### src/rtl/tetris_cmd_decoder_if.sv
// Command-stream and engine handshake bundle for the tetris command decoder.
// The master side is the command source plus the engine; the decoder is the slave.
interface tetris_cmd_decoder_if;
  logic [7:0] cmd;
  logic       cmd_valid;
  logic       cmd_ready;
  logic       mv_req;
  logic [2:0] mv_op;
  logic       mv_ack;
  logic       mv_ok;

  modport master (
    output cmd, cmd_valid, mv_ack, mv_ok,
    input  cmd_ready, mv_req, mv_op
  );

  modport slave (
    input  cmd, cmd_valid, mv_ack, mv_ok,
    output cmd_ready, mv_req, mv_op
  );
endinterface

### src/rtl/tetris_cmd_decoder.sv
// Validates and decodes tetris command bytes, queues legal moves and issues them
// to the piece engine one at a time with pacing, ack timeout, pause and hard-drop flush.
module tetris_cmd_decoder #(
  parameter int unsigned DEPTH       = 4,
  parameter int unsigned MIN_GAP     = 2,
  parameter int unsigned ACK_TIMEOUT = 16
) (
  input  logic                 clk,
  input  logic                 rst,
  tetris_cmd_decoder_if.slave  bus,
  output logic                 paused,
  output logic                 busy,
  output logic [7:0]           illegal_cnt,
  output logic [7:0]           reject_cnt,
  output logic [7:0]           timeout_cnt
);

  localparam int unsigned AW = $clog2(DEPTH);
  localparam int unsigned CW = AW + 1;
  localparam int unsigned GW = $clog2(MIN_GAP + 1) + 1;
  localparam int unsigned TW = $clog2(ACK_TIMEOUT + 1) + 1;
  localparam logic [GW-1:0] GAP_LAST = GW'((MIN_GAP > 0) ? MIN_GAP - 1 : 0);
  localparam logic [TW-1:0] TMO_LAST = TW'((ACK_TIMEOUT > 0) ? ACK_TIMEOUT - 1 : 0);
  localparam logic [2:0] OP_NOP       = 3'd0;
  localparam logic [2:0] OP_HARD_DROP = 3'd6;
  localparam logic [2:0] OP_PAUSE     = 3'd7;

  typedef enum logic [1:0] {S_IDLE, S_REQ, S_GAP} state_e;

  state_e          state_q;
  logic [2:0]      mem_q [DEPTH];
  logic [AW-1:0]   wr_ptr_q, rd_ptr_q;
  logic [CW-1:0]   count_q;
  logic            mv_req_q;
  logic [2:0]      mv_op_q;
  logic            paused_q;
  logic [7:0]      illegal_cnt_q, reject_cnt_q, timeout_cnt_q;
  logic [GW-1:0]   gap_q;
  logic [TW-1:0]   tmo_q;

  logic            cmd_ready;
  logic            accept, legal, push, toggle, illegal, pop, ack, tmo, flush;
  logic [2:0]      cmd_op;

  assign cmd_ready     = (count_q != CW'(DEPTH));
  assign bus.cmd_ready = cmd_ready;
  assign bus.mv_req    = mv_req_q;
  assign bus.mv_op     = mv_op_q;
  assign paused        = paused_q;
  assign busy          = (count_q != '0) || (state_q != S_IDLE);
  assign illegal_cnt   = illegal_cnt_q;
  assign reject_cnt    = reject_cnt_q;
  assign timeout_cnt   = timeout_cnt_q;

  always_comb begin
    cmd_op  = bus.cmd[2:0];
    accept  = bus.cmd_valid & cmd_ready;
    legal   = (bus.cmd[7:3] == '0);
    push    = accept & legal & (cmd_op != OP_NOP) & (cmd_op != OP_PAUSE);
    toggle  = accept & legal & (cmd_op == OP_PAUSE);
    illegal = accept & ~legal;
    pop     = (state_q == S_IDLE) && (count_q != '0) && !paused_q;
    ack     = (state_q == S_REQ) && bus.mv_ack;
    tmo     = (state_q == S_REQ) && !bus.mv_ack && (ACK_TIMEOUT != 0) && (tmo_q == TMO_LAST);
    flush   = ack && (mv_op_q == OP_HARD_DROP);
  end

  always_ff @(posedge clk or posedge rst) begin
    if (rst) begin
      state_q       <= S_IDLE;
      for (int unsigned i = 0; i < DEPTH; i++) mem_q[i] <= '0;
      wr_ptr_q      <= '0;
      rd_ptr_q      <= '0;
      count_q       <= '0;
      mv_req_q      <= 1'b0;
      mv_op_q       <= '0;
      paused_q      <= 1'b0;
      illegal_cnt_q <= '0;
      reject_cnt_q  <= '0;
      timeout_cnt_q <= '0;
      gap_q         <= '0;
      tmo_q         <= '0;
    end else begin
      if (push) mem_q[wr_ptr_q] <= cmd_op;

      // Flush drops everything older than this edge; a same-edge push survives alone.
      if (flush) begin
        rd_ptr_q <= wr_ptr_q;
        if (push) begin
          wr_ptr_q <= wr_ptr_q + 1'b1;
          count_q  <= CW'(1);
        end else begin
          count_q  <= '0;
        end
      end else begin
        if (push) wr_ptr_q <= wr_ptr_q + 1'b1;
        if (pop)  rd_ptr_q <= rd_ptr_q + 1'b1;
        if (push && !pop)      count_q <= count_q + 1'b1;
        else if (pop && !push) count_q <= count_q - 1'b1;
      end

      if (toggle) paused_q <= ~paused_q;
      if (illegal && illegal_cnt_q != '1) illegal_cnt_q <= illegal_cnt_q + 1'b1;

      case (state_q)
        S_IDLE: begin
          if (pop) begin
            mv_op_q  <= mem_q[rd_ptr_q];
            mv_req_q <= 1'b1;
            tmo_q    <= '0;
            state_q  <= S_REQ;
          end
        end
        S_REQ: begin
          if (ack || tmo) begin
            mv_req_q <= 1'b0;
            gap_q    <= '0;
            if (ack && !bus.mv_ok && reject_cnt_q != '1) reject_cnt_q <= reject_cnt_q + 1'b1;
            if (tmo && timeout_cnt_q != '1) timeout_cnt_q <= timeout_cnt_q + 1'b1;
            if (MIN_GAP == 0) state_q <= S_IDLE;
            else              state_q <= S_GAP;
          end else begin
            tmo_q <= tmo_q + 1'b1;
          end
        end
        S_GAP: begin
          if (gap_q == GAP_LAST) state_q <= S_IDLE;
          else                   gap_q   <= gap_q + 1'b1;
        end
        default: state_q <= S_IDLE;
      endcase
    end
  end

endmodule

### src/flat_wrapper.sv
// flat-port wrapper written by rule: the top's interface ports become plain ports
module tetris_cmd_decoder_flat 
#(
  parameter int unsigned DEPTH       = 4,
  parameter int unsigned MIN_GAP     = 2,
  parameter int unsigned ACK_TIMEOUT = 16
)
  (clk, rst, paused, busy, illegal_cnt, reject_cnt, timeout_cnt, bus_cmd, bus_cmd_valid, bus_mv_ack, bus_mv_ok, bus_cmd_ready, bus_mv_req, bus_mv_op);
  tetris_cmd_decoder_if bus_i ();
  input  logic clk;
  input  logic rst;
  output logic paused;
  output logic busy;
  output logic [7:0] illegal_cnt;
  output logic [7:0] reject_cnt;
  output logic [7:0] timeout_cnt;
  input wire logic [$bits(bus_i.cmd)-1:0] bus_cmd;
  input wire logic [$bits(bus_i.cmd_valid)-1:0] bus_cmd_valid;
  input wire logic [$bits(bus_i.mv_ack)-1:0] bus_mv_ack;
  input wire logic [$bits(bus_i.mv_ok)-1:0] bus_mv_ok;
  output wire logic [$bits(bus_i.cmd_ready)-1:0] bus_cmd_ready;
  output wire logic [$bits(bus_i.mv_req)-1:0] bus_mv_req;
  output wire logic [$bits(bus_i.mv_op)-1:0] bus_mv_op;
  assign bus_i.cmd = bus_cmd;
  assign bus_i.cmd_valid = bus_cmd_valid;
  assign bus_i.mv_ack = bus_mv_ack;
  assign bus_i.mv_ok = bus_mv_ok;
  assign bus_cmd_ready = bus_i.cmd_ready;
  assign bus_mv_req = bus_i.mv_req;
  assign bus_mv_op = bus_i.mv_op;
  tetris_cmd_decoder #(.DEPTH(DEPTH), .MIN_GAP(MIN_GAP), .ACK_TIMEOUT(ACK_TIMEOUT)) u_core (.clk(clk), .rst(rst), .bus(bus_i), .paused(paused), .busy(busy), .illegal_cnt(illegal_cnt), .reject_cnt(reject_cnt), .timeout_cnt(timeout_cnt));
endmodule
### config.mk
export PLATFORM = sky130hd
export DESIGN_NAME = tetris_cmd_decoder_flat
export DESIGN_NICKNAME = d
export VERILOG_FILES = /design/src/rtl/tetris_cmd_decoder_if.sv /design/src/rtl/tetris_cmd_decoder.sv /design/src/flat_wrapper.sv
export SDC_FILE = /design/constraint.sdc
export NUM_CORES = 1
export LEC_CHECK = 0
export CAP_MARGIN = 10
export CELL_PAD_IN_SITES_DETAIL_PLACEMENT = 0
export CELL_PAD_IN_SITES_GLOBAL_PLACEMENT = 1
export CORE_ASPECT_RATIO = 0.8
export CORE_UTILIZATION = 46
export DETAILED_ROUTE_END_ITERATION = 10
export PLACE_DENSITY = 0.95
export SYNTH_ARGS = -nofsm -noshare
export SYNTH_HDL_FRONTEND = slang
export SYNTH_SLANG_ARGS = --single-unit
export TNS_END_PERCENT = 10
### constraint.sdc
create_clock -name clk -period 6.2 [get_ports clk]
set_clock_uncertainty 0.2 [all_clocks]
set_input_delay 1.24 -clock clk [delete_from_list [all_inputs] [get_ports clk]]
set_output_delay 1.24 -clock clk [all_outputs]
set_load 0.02 [all_outputs]
# == Word level (Yosys, flattened, before mapping) ==
# Cells that the tools add are included.
# totals
ff_bits,59
inputBits,13
out_inout_bits,31
elab_cells,115
# classes
add_sub_neg,9
n_lt_le_gt_ge,3
eq_ne,16
n_mux,25
n_bitwise,10
reduce_logical,36
# op_table
op,count
8-bit by 1-bit adder with 8-bit output (second input constant),3
3-bit two-way mux,8
8-bit != test (second input constant),3
3-bit AND reduction,6
1-bit logical AND,13
12-bit bitwise mux,1
6-bit two-way mux,2
6-bit case mux with 2 select lines,1
2-bit two-way mux,5
3-bit nonzero test,3
2-bit nonzero test,4
3-bit by 1-bit adder with 3-bit output (second input constant),2
6-bit by 1-bit adder with 6-bit output (second input constant),1
1-bit AND,6
3-bit binary-select mux with 2-bit select,1
3-bit demux with 2-bit select,1
3-bit equality test (second input constant),2
6-bit by 4-bit equality test with 1-bit output (second input constant),1
3-bit greater-or-equal comparator (second input constant),2
2-bit != test (second input constant),3
3-bit != test (second input constant),2
2-bit NOT with 3-bit output,2
2-bit case mux with 3 select lines,1
3-bit case mux with 2 select lines,1
other kinds (15),25

# == Longest topological paths before layout ==
# Gate-level depths: netlist of the first run.
# logic_depth
word_depth,10
mapped_depth,10
mapped_depth_nobuf,10

# == Worst setup path after synthesis of the first run ==
# No wires, ideal clock.
# synth_path
kind,in2reg
from,in bus_cmd[3]
to,reg u_core.count_q[2]
setup_ns,0.134
arrival_ns,3.303
required_ns,5.866
path_slack_ns,2.562
cell_stages,10
path_buffers,0
cell_sequence,or4_4 -> nand4bb_4 -> nor2_4 -> ha_1 -> inv_1 -> fa_1 -> xor2_1 -> nor2_1 -> xnor2_1 -> nor2_1
# synth_between
elab_chain_cells,7
word_cells_on_any_way,10
cone_classes,mux: 2; bitwise: 3; reduce/logical: 5
# synth_lines
item,line,rtl
start: declaration,flat_wrapper.sv:17,input wire logic [$bits(bus_i.cmd)-1:0] bus_cmd;
5-bit zero test (*),tetris_cmd_decoder.sv:58,legal = (bus.cmd[7:3] == '0);
1-bit AND (*) (3 in series),tetris_cmd_decoder.sv:59,push = accept & legal & (cmd_op != OP_NOP) & (cmd_op != OP_PAUSE);
via u_core.push,tetris_cmd_decoder.sv:42,"logic accept, legal, push, toggle, illegal, pop, ack, tmo, flush;"
1-bit logical AND / 1-bit zero test (equally long branches),"tetris_cmd_decoder.sv:98, tetris_cmd_decoder.sv:99",
3-bit two-way mux / 1-bit logical AND (equally long branches),"tetris_cmd_decoder.sv:98, tetris_cmd_decoder.sv:99",
3-bit two-way mux / 3-bit nonzero test (equally long branches),--,
end signal: assignment,tetris_cmd_decoder.sv:98,if (push && !pop) count_q <= count_q + 1'b1;
end signal: assignment,tetris_cmd_decoder.sv:99,else if (pop && !push) count_q <= count_q - 1'b1;
end: declaration,tetris_cmd_decoder.sv:33,logic [CW-1:0] count_q;
# The timed path passes the listed nets; every way through them passes the cells marked *.
# A chain may end at the register's enable or synchronous reset.

# == Worst setup path after layout of the first run ==
# Ends and elaborated chain as after synthesis.

==> results of run 1 <==
==> critical path, stage by stage <==
cell and delay (ns):
clkdlybuf4s50_1 0.41, or4_4 0.55, nand4bb_4 0.30, nor2_4 0.19, ha_1 0.20, inv_1 0.07, fa_1 0.42, xor2_1 0.17
nor2_1 0.11, xnor2_1 0.13, nor2_1 0.06
==> final cells by class <==
type	count	area share
sequential	59	0.4055
multi-input combinational	179	0.3818
timing repair buffer	44	0.1203
clock buffer	11	0.03883
tap	81	0.02784
clock inverter	5	0.01443
inverter	11	0.01134
==> cell families (layout without fill, tap and decap cells) <==
kind of cell               Yosys count  count (layout)  synth area share
AOI/OAI and AO/OA                   13              13           0.03475
xor gates and xnor gates            28              28           0.08408
adders and majority gates           12              12           0.05405
buffers and inverters               13              71           0.01716
DFF                                 59              59            0.5062
muxes                               30              30            0.1253
and+or+nand+nor                     96              96            0.1785
==> layout by cell type, fill, tap and decap left out, drive strengths merged, types with 4 or more instances in the layout <==
cell type	count
clkdlybuf4s50	43
nand3	20
xor2	22
dfrtp	59
nor2	23
mux2	22
nand4	5
xnor2	6
nand2	16
nand2b	4
mux2i	5
clkbuf	11
ha	11
inv	11
nor3	10
==> power breakdown <==
group	switching [mW]	internal (mW)	leakage, nW	total (mW)
sequential	0.117	0.487	0.777	0.604
clock	0.141	0.194	0.0991	0.335
combinational	0.244	0.251	0.777	0.496
total	0.502	0.932	1.65	1.43
==> worst paths after layout <==
check	slack [ns]	cells after the start	end	start
min	0.28	1	u_core.tmo_q[5]$_DFFE_PP0P_	u_core.tmo_q[5]$_DFFE_PP0P_
min reg2reg	0.28	1	u_core.tmo_q[5]$_DFFE_PP0P_	u_core.tmo_q[5]$_DFFE_PP0P_
max in group asynchronous	4.08	3	u_core.illegal_cnt[2]$_DFFE_PP0P_	rst
min in group asynchronous	1.24	3	u_core.illegal_cnt[6]$_DFFE_PP0P_	rst
max	2.34	11	u_core.count_q[2]$_DFFE_PP0P_	bus_cmd[3]
max reg2reg	3.42	9	u_core.count_q[2]$_DFFE_PP0P_	u_core.count_q[0]$_DFFE_PP0P_
==> per-layer routing <==
metal / track usage / share of wire
met4: 0.05820 / 0.013
met2: 0.2753 / 0.45
met5: 0 / 0
met3: 0.05208 / 0.044
met1: 0.2412 / 0.49
==> registers in the layout, indices dropped and copies added (netlist names) <==
register            flops
u_core.bus.mv_op        3
u_core.bus.mv_req       1
u_core.count_q          3
u_core.gap_q            3
u_core.illegal_cnt      8
u_core.mem_q           12
u_core.paused           1
u_core.rd_ptr_q         2
u_core.reject_cnt       8
u_core.state_q          2
u_core.timeout_cnt      8
u_core.tmo_q            6
u_core.wr_ptr_q         2
==> reports/results.tsv, run 1 <==
stage	metric	value	unit
run_status	outcome	completed	
clocking	cts hold-fix bufs	0	
clocking	TritonCTS Buffers	9	
logic_synthesis	Yosys cell types	42	
finish	share of layout cells above drive strength 1	0.1618	
place	dpl hpwl	3879	um
clocking	Post-CTS Setup Inserts	0	
clocking	Worst-path clk slew	0.06	ns
logic_synthesis	largest area contributor in the netlist	dfrtp_1	
setup_path	startpoint types	input port	
logic_synthesis	Synth Area per Inst	11.62	um^2
power_and_ir_drop	Max VDD drop	0.0002007	V
logic_synthesis	top_reg_cell synth	dfrtp_1	
logic_synthesis	post-synth net total	276	
logic_synthesis	Post-synth top cells	dfrtp_1, mux2_2, nor2_1, xor2_1, nand3_1	
finish	post-route insts no fill	390	
logic_synthesis	post-synthesis instance area	2917	um^2
logic_synthesis	cell count after synthesis	251	
sta	Hold Vio Cnt, Final	0	
logic_synthesis	number of enable flip-flop cells after synthesis	0	
setup_path	kind of end point of the critical path	register	
routing	DR WL/cell	13.69	um
sta	Rel. slew slack	0.5155	
routing	DRC Markers	0	
clocking	clock latency on the worst-skew pair	0.32	ns
global_routing	initial antenna violation count	0	
logic_synthesis	Synth Warn #	0	
logic_synthesis	Seq/Total Area, Yosys	0.5062	
global_routing	GRT Util Overall	0.1772	
clocking	# resized after CTS	0	
sta	final worst slack	2.336	ns
routing	Vias	2022	
finish	FF+latch area	1476	um^2
power_and_ir_drop	leak pwr	1.653	nW
sta	Hold Worst Slack	0.2805	ns
sta	TNS Setup	0	ns
sta	Final Cycle Share	0.6232	
floorplan	Die Y	73.22	um
place	RD Place Congestion	0.7891	
floorplan	FP Rows	25	
global_routing	GRT overflow	0	
clocking	Root Buffer	clkbuf_8	
sta	# setup viols final	0	
routing	drt first pass iters	4	
sta	Slew Viols, Final	0	
setup_path	critical path class	in -> reg	
logic_synthesis	top cell type's share of synthesized area	0.5062	
place	placed cells	374	
floorplan	Starting Density	0.4856	
place	port bufs	43	
logic_synthesis	top-count cell post-synth	dfrtp_1	
flow_run	Max Cap Viol	0	
power_and_ir_drop	overall power	1.435	mW
setup_path	arrival time at the worst endpoint	3.85	ns
logic_synthesis	Yosys reg bits	59	
routing	Iter 0 DRT Violations	94	
place	Area after DPL	3447	um^2
finish	filler instances	506	
clocking	CTS max path bufs	2	
setup_path	crit-path max FO	6	
logic_synthesis	top post-synthesis cells by area	dfrtp_1, mux2_2, xor2_1	
floorplan	width of the chip	91.03	um
routing	Routed WL	5341	um
finish	final net count	329	
routing	Post-DRT Antenna Nets	0	
routing	routed vias/inst	5.185	
global_routing	vias in the first global route	1872	
finish	area of the multi-input gates	1390	um^2
floorplan	area of the core	6006	um^2
sta	Highest Clock Rate	0.2588	GHz
place	Setup WS pre-CTS	1.997	ns
finish	Antenna Cells	0	
sta	RSZ-0062 raised after global routing	false	
clocking	CTS tree	done	
sta	Worst-Margin Slew	0.7268	ns
finish	area grow syn2layout	24.84	%
setup_path	critical path required time	6.19	ns
sta	min Tclk post-route	3.864	ns
clocking	clock sinks	59	
logic_synthesis	Synth async-reset ratio	1.000	
floorplan	die area	6665	um^2
floorplan	I/O pins	44	
finish	utilization after layout	0.6063	
worst_hold_path	worst min-delay path class	reg -> reg	
global_routing	largest net degree at the start of global routing	60	
power_and_ir_drop	PD cells	394.0	nW/um^2
global_routing	global-route wire length before repair	8990	um
clocking	H-Tree Depth	3	
finish	final instance area	3641	um^2
Note: power is estimated with default switching activity, not from simulation.
==> run 2: changes to the inputs <==
Settings changed: CORE_UTILIZATION 46 to 39, PLACE_DENSITY 0.95 to 0.88.
Clock period 6.2 ns to 3.55 ns, I/O delays scaled along.
==> reports/results.tsv, run 2 (same netlist as run 1, synthesis figures left out) <==
stage	metric	value	unit	change
clocking	# resized after CTS	0		unchanged
routing	Post-DRT Antenna Nets	0		unchanged
floorplan	Starting Density	0.4131		was 0.4856
routing	DRC Markers	0		unchanged
power_and_ir_drop	Sw Share	0.3554		was 0.3500
power_and_ir_drop	Max VDD drop	0.0003069	V	was 0.0002007 V
setup_path	critical path required time	3.55	ns	was 6.19 ns
routing	Vias	2024		was 2022
clocking	cts hold-fix bufs	0		unchanged
global_routing	global-route wire length before repair	9722	um	was 8990 um
floorplan	I/O pins	44		unchanged
power_and_ir_drop	PD cells	673.5	nW/um^2	was 394.0 nW/um^2
finish	share of layout cells above drive strength 1	0.1635		was 0.1618
floorplan	area of the core	7061	um^2	was 6006 um^2
finish	most common cell after layout, fill and taps aside	dfrtp_1		unchanged
clocking	Root Buffer	clkbuf_8		unchanged
routing	Iter 0 DRT Violations	70		was 94
place	dpl hpwl	3873	um	was 3879 um
clocking	H-Tree Depth	3		unchanged
floorplan	die area	7830	um^2	was 6665 um^2
routing	DR WL/cell	13.69	um	about the same
setup_path	critical path class	in -> reg		unchanged
routing	drt first pass iters	4		unchanged
clocking	CTS max path bufs	2		unchanged
power_and_ir_drop	NetSw	0.8765	mW	was 0.5021 mW
clocking	clock sinks	59		unchanged
global_routing	GRT overflow	0		unchanged
power_and_ir_drop	Flop pwr share	0.426		was 0.421
sta	Highest Clock Rate	0.3098	GHz	
power_and_ir_drop	clock share of power	0.218		was 0.234
place	port bufs	43		unchanged
finish	Largest Register	u_core.mem_q		unchanged
sta	Final Cycle Share	0.9093		
clocking	Post-CTS Setup Inserts	0		unchanged
power_and_ir_drop	leak pwr	1.664	nW	was 1.653 nW
flow_run	Max Cap Viol	0		unchanged
clocking	Worst-path clk slew	0.06	ns	about the same
finish	filler instances	627		was 506
place	RD Place Congestion	0.7521		was 0.7891
sta	Slew Viols, Final	0		unchanged
sta	Worst-Margin Slew	0.6743	ns	was 0.7268 ns
setup_path	kind of end point of the critical path	register		unchanged
finish	Antenna Cells	0		unchanged
floorplan	width of the chip	98.69	um	was 91.03 um
sta	min Tclk post-route	3.228	ns	
finish	area grow syn2layout	25.57	%	was 24.84%
routing	routed vias/inst	5.073		was 5.185
routing	Routed WL	5461	um	was 5341 um
power_and_ir_drop	Int Power	1.590	mW	was 0.9324 mW
floorplan	FP Rows	27		was 25
finish	final net count	332		was 329
global_routing	largest net degree at the start of global routing	60		unchanged
setup_path	arrival time at the worst endpoint	3.22	ns	was 3.85 ns
finish	max reg flops	12		unchanged
sta	TNS Setup	0	ns	unchanged
clocking	TritonCTS Buffers	9		unchanged
sta	RSZ-0062 raised after global routing	false		unchanged
finish	utilization after layout	0.5187		was 0.6063
setup_path	startpoint types	input port		unchanged
run_status	outcome	completed		unchanged
worst_hold_path	worst min-delay path class	reg -> reg		unchanged
clocking	clock latency on the worst-skew pair	0.33	ns	was 0.32 ns
clocking	CTS tree	done		unchanged
sta	Hold Vio Cnt, Final	0		unchanged
floorplan	Die Y	79.35	um	was 73.22 um
finish	most frequent cells in the layout	dfrtp_1, clkdlybuf4s50_1, nor2_1, xor2_1, mux2_2		unchanged
sta	# setup viols final	0		unchanged
sta	Rel. slew slack	0.5500		was 0.5155
global_routing	vias in the first global route	2012		was 1872
global_routing	initial antenna violation count	0		unchanged
setup_path	crit-path max FO	2		was 6
power_and_ir_drop	Gate power share	0.356		was 0.345
global_routing	GRT Util Overall	0.1607		was 0.1772
[run 2: cell types whose count changed in the layout (fill, tap and decap cells not counted)]
cell / delta
buf_4: +2
clkbuf_8: +1
clkinv_2: -1
buf_12: +1
clkinvlp_4: -1
bufinv_16: -1
clkbuf_1: +2
[run 2: final cells by class]
class | instances | area, um^2 | area share
well taps | 87 | 108.9 | 0.02972
clock inverters | 2 | 10.01 | 0.002733
inverters | 11 | 41.29 | 0.01127
flip-flops and latches | 59 | 1476 | 0.4031
multi-input cells | 179 | 1390 | 0.3796
repair buffers | 47 | 473.0 | 0.1291
clock buffers | 14 | 162.7 | 0.04441
[run 2: layer usage]
metal  track usage  up-vias  part of all wire
li1              -      996                 -
met1        0.2204      972              0.51
met2        0.2352       47              0.43
met3       0.05546        9             0.044
met4       0.05821        0             0.014
met5             0        -                 0
[run 2: final timing paths]
| path | end | cells after the start | slack [ns] | start |
|---|---|---|---|---|
| max reg2reg | u_core.count_q[2]$_DFFE_PP0P_ | 9 | 0.75 | u_core.count_q[0]$_DFFE_PP0P_ |
| min | u_core.tmo_q[5]$_DFFE_PP0P_ | 1 | 0.29 | u_core.tmo_q[5]$_DFFE_PP0P_ |
| max in group asynchronous | u_core.tmo_q[5]$_DFFE_PP0P_ | 3 | 2.34 | rst |
| min in group asynchronous | u_core.reject_cnt[0]$_DFFE_PP0P_ | 3 | 0.56 | rst |
| max | u_core.count_q[2]$_DFFE_PP0P_ | 11 | 0.32 | bus_cmd[3] |
| min reg2reg | u_core.tmo_q[5]$_DFFE_PP0P_ | 1 | 0.29 | u_core.tmo_q[5]$_DFFE_PP0P_ |
[run 2: power groups by stage]
stage / Combinational, mW / Clock (mW) / Sequential (mW)
CTS: 0.890 / 0.558 / 1.05
global placement: 0.865 / 0 / 1.06
finish: 0.878 / 0.537 / 1.05
global route: 0.973 / 0.591 / 1.08
detailed placement: 0.885 / 0 / 1.06
floorplan: 0.500 / 0 / 1.11
[run 2: through the flow]
step           power (mW)  cell area [um^2]  setup WS (ns)  hold slack [ns]  instances
6_report            2.466              3662         0.3220           0.2884        399
3_5_place_dp        1.944              3490       -0.01788           0.2815        383
2_1_floorplan       1.614              2917         0.4423           0.2468        251
3_3_place_gp        1.922              3490        0.05553           0.2750        383
4_1_cts             2.499              3662         0.3260           0.2909        399
5_1_grt             2.649              3662         0.2412           0.3166        399
[run 2: worst max-delay path: stages]
cell and delay (ns):
clkdlybuf4s50_1 0.40, or4_4 0.55, nand4bb_4 0.26, nor2_4 0.13
ha_1 0.18, inv_1 0.07, fa_1 0.43, xor2_1 0.17
nor2_1 0.13, xnor2_1 0.14, nor2_1 0.06
